--- config.mk ---
export PLATFORM = sky130hd
export DESIGN_NAME = decoder_nbit
export DESIGN_NICKNAME = d
export VERILOG_FILES = /design/src/rtl/decoder_pkg.sv /design/src/rtl/decoder_core.sv /design/src/rtl/decoder_nbit.sv
export SDC_FILE = /design/constraint.sdc
export NUM_CORES = 1
export LEC_CHECK = 0
export ABC_AREA = 1
export CELL_PAD_IN_SITES_DETAIL_PLACEMENT = 2
export CELL_PAD_IN_SITES_GLOBAL_PLACEMENT = 2
export CORE_MARGIN = 2
export CORE_UTILIZATION = 24
export CTS_BUF_LIST = sky130_fd_sc_hd__clkbuf_4
export CTS_CLUSTER_SIZE = 30
export DETAILED_ROUTE_END_ITERATION = 16
export PLACE_DENSITY_LB_ADDON = 0.1
export SETUP_SLACK_MARGIN = 0.02
export SLEW_MARGIN = 10
export SYNTH_ARGS = -nofsm -noshare
export SYNTH_HDL_FRONTEND = slang
export SYNTH_SLANG_ARGS = --single-unit
--- constraint.sdc ---
create_clock -name clk -period 1.8 [get_ports clk]
set_input_delay 0.54 -clock clk [delete_from_list [all_inputs] [get_ports clk]]
set_output_delay 0.54 -clock clk [all_outputs]
set_load 0.005 [all_outputs]
--- src/rtl/decoder_pkg.sv ---
// Shared constants and helpers for the registered N-bit binary decoder.
package decoder_pkg;

  localparam int DEFAULT_N = 3;
  localparam int MAX_N     = 8;
  localparam int MAX_W     = 1 << MAX_N;

  // Idle pattern at full width; callers keep the low 2**N bits.
  function automatic logic [MAX_W-1:0] inactive_pattern(input bit active_low);
    return active_low ? {MAX_W{1'b1}} : {MAX_W{1'b0}};
  endfunction

endpackage

--- src/rtl/decoder_core.sv ---
// Purely combinational one-hot decode of a binary index, gated by enable.
module decoder_core
  import decoder_pkg::*;
#(
  parameter int N = DEFAULT_N
) (
  input  logic [N-1:0]      a,
  input  logic              enable,
  output logic [(1<<N)-1:0] y
);

  localparam int W = 1 << N;

  // One comparator per output bit; a spans exactly W codes, so no range guard.
  for (genvar i = 0; i < W; i++) begin : g_bit
    localparam logic [N-1:0] IDX = N'(i);
    assign y[i] = enable && (a == IDX);
  end

endmodule

--- src/rtl/decoder_nbit.sv ---
// Registered N-to-2**N decoder with selectable output polarity and a valid flag.
module decoder_nbit
  import decoder_pkg::*;
#(
  parameter int N          = DEFAULT_N,
  parameter bit ACTIVE_LOW = 1'b0
) (
  input  logic              clk,
  input  logic              reset,
  input  logic [N-1:0]      a,
  input  logic              enable,
  input  logic              in_valid,
  output logic [(1<<N)-1:0] y,
  output logic              y_valid,
  output logic [N-1:0]      y_index
);

  localparam int               W          = 1 << N;
  localparam logic [MAX_W-1:0] INACT_FULL = inactive_pattern(ACTIVE_LOW);
  localparam logic [W-1:0]     INACT      = INACT_FULL[W-1:0];

  logic [W-1:0] w_onehot;
  logic [W-1:0] w_dec;

  decoder_core #(.N(N)) u_core (
    .a      (a),
    .enable (enable),
    .y      (w_onehot)
  );

  assign w_dec = ACTIVE_LOW ? ~w_onehot : w_onehot;

  // y and y_index hold across idle cycles; only y_valid drops.
  always_ff @(posedge clk) begin
    if (reset) begin
      y       <= INACT;
      y_valid <= 1'b0;
      y_index <= '0;
    end else if (in_valid) begin
      y       <= w_dec;
      y_valid <= 1'b1;
      y_index <= a;
    end else begin
      y_valid <= 1'b0;
    end
  end

endmodule

==> run summary <==
Ports - 19
top cell type's share of synthesized area - 0.5134
fin nets - 93
vias in the first global route - 457
Layout area overhead - 50.53%
antenna fix cells - 0
hpwl dp - 932.2 um
CP endpoint kind - output pin
H-tree depth - 1
RSZ-0062 raised after global routing - false
DRT antenna net count - 0
die area - 0.002319 mm^2
Resize count post-CTS - 0
DR vias/cell - 4.445
R2R cell count - 4
Hold Path Depth - 2
R2R Path Start - y[1]
internal power - 387.1 uW
CTS tree - built
setup tns final - 0 ps
Port Buffers - 18
Net Sw Frac - 0.2533
Mapped Nets - 71
worst hold path type - flop to flop
GR Util All Layers - 0.1294
final worst path period share - 0.9207
CP top delay family - buffers and inverters
Cells after Synth - 64
largest net degree at the start of global routing - 13
post-CTS setup buffers - 0
flop2flop setup slack - 1140 ps
Starting DRT DRC Count - 0
sequential share of the synthesized area - 0.5134
CP Class - flop to output pin
Initial Util - 0.2625
vias - 489
clock period minus worst slack - 1657 ps
max-cap violations - 0
Syn Std Cell Area - 467.9 um^2
gr ovfl total - 0
WL final - 1.241 mm
share of layout cells above drive strength 1 - 0.09412
top cells by area, synth - dfxtp_1 51%, nand2_1 14%, a21oi_1 9.6%
CTS Buf Count - 3
Worst Hold End - y[6]
Comb pwr share - 0.129
site row count - 15
area leader, netlist - dfxtp_1
Die Width - 48.16 um
CTS Hold Bufs - 0
Non-Filler Instances - 110
clock share of power - 0.338
Final Wtd Congestion - 0.6589
placed cell count - 106
critical path's largest stage delay - 500 ps
leading cell types in the layout, fill and taps excluded - 18 x nand2_1, 18 x clkdlybuf4s50_1, 12 x dfxtp_1
DR pass1 iterations - 1
CP bufs+invs - 1
CP max stage cell - clkdlybuf4s50_1
Netlist cell types - 13
CTS max path bufs - 2
VDD IR max - 0.3936 mV
initial antenna violation count - 0
CP required - 1260 ps
RR Endpoint - y[1]
sequential power share - 0.533
PD cells - 735.8 mW/mm^2
core box area - 0.001783 mm^2
Arr. time, crit path - 1120 ps
worst skew pair latency - 270 ps
CP max FO - 2
Max-slew headroom - 0.6919
status - finished clean
syn_area_per_cell - 7.312 um^2
switching pwr - 131.3 uW
clk sinks - 12
root buffer cell - clkbuf_4
LEAKAGE - 0.2782 nW
Peak Freq - 0.6034 GHz
global-route wire length before repair - 1.973 mm
final hold vios - 0
Final Slew Violations - 0
startpoint types - flop
Die Height - 48.16 um
DRC - 0
Ys Warns - 0
routed len/inst - 11.28 um
worst-path cell chain - clkdlybuf4s50_1
Clk pin slew, worst setup/hold paths - 80 ps
Clock Skew - 0 ps
Worst Hold Launch - y[6]
post-synthesis sequential element count - 12
Least-Margin Pin Slew - 460.8 ps
endpoints failing setup - 0
## logic make-up after synthesis
group           count (synthesis)  synth area share
flops                          12            0.5134
buf+inv                        10           0.08287
compound gates                 10            0.1123
simple gates                   32            0.2914
## cells in the mapped netlist
master / instances
nor2_4: 1
nand2_1: 18
nand3_1: 3
nand2_2: 1
nor2_1: 8
buf_2: 1
a21oi_1: 9
inv_1: 7
clkbuf_1: 1
dfxtp_1: 12
inv_2: 1
nor2_2: 1
a211oi_1: 1
## area by class of cell
cell class / instances / area, um^2
Clock buffer: 3 / 22.52
Inverter: 8 / 30.03
Multi-Input combinational cell: 42 / 188.9
Timing Repair Buffer: 19 / 187.7
Clock inverter: 1 / 3.754
Tap cell: 25 / 31.28
Sequential cell: 12 / 240.2
Fill cell: 218 / 1079
## routing by layer
layer  global-route usage  wire [um]  up-vias
met1               0.1413        559      235
met4              0.04865         10        0
li1                     -          -      241
met5                    0          0        -
met3              0.06667         49        2
met2               0.2132        621       11
## flip-flops by register name, indices dropped and copies added, names as in the netlist
name	count
y_valid	1
y_index	3
y	8
## power by group through the flow
stage / Clock (mW) / Sequential [mW] / Combinational (mW)
floorplan: 0 / 0.283 / 0.0249
global placement: 0 / 0.283 / 0.0671
detailed placement: 0 / 0.283 / 0.0681
CTS: 0.181 / 0.277 / 0.0688
global route: 0.192 / 0.277 / 0.0749
finish: 0.175 / 0.276 / 0.0670
## worst max-delay path by stage
stage / start / endpoint / slack (ps) / cells past startpoint
after floorplan: in_valid / y[0] / 820 / 4
after global placement: in_valid / y[3] / 180 / 5
after detailed placement: in_valid / y[3] / 160 / 5
after CTS: y[0] / y[0] / 130 / 1
after global routing: y_index[0] / y_index[0] / 80 / 1
final: y[0] / y[0] / 140 / 1
## per-stage QoR
step	utilization	hold WS, ps	setup WS, ps	instance area [um^2]	total power, mW
global route	0.3951	485.6	81.31	704.4	0.5441
floorplan	-	454.8	817.0	467.9	0.3083
finish	0.3951	468.0	142.7	704.4	0.5183
CTS	0.3951	471.9	133.4	704.4	0.5264
global placement	0.3804	454.2	175.4	678.2	0.3496
detailed placement	0.3804	460.7	163.1	678.2	0.3508
Power figures use the tool's default switching activity.
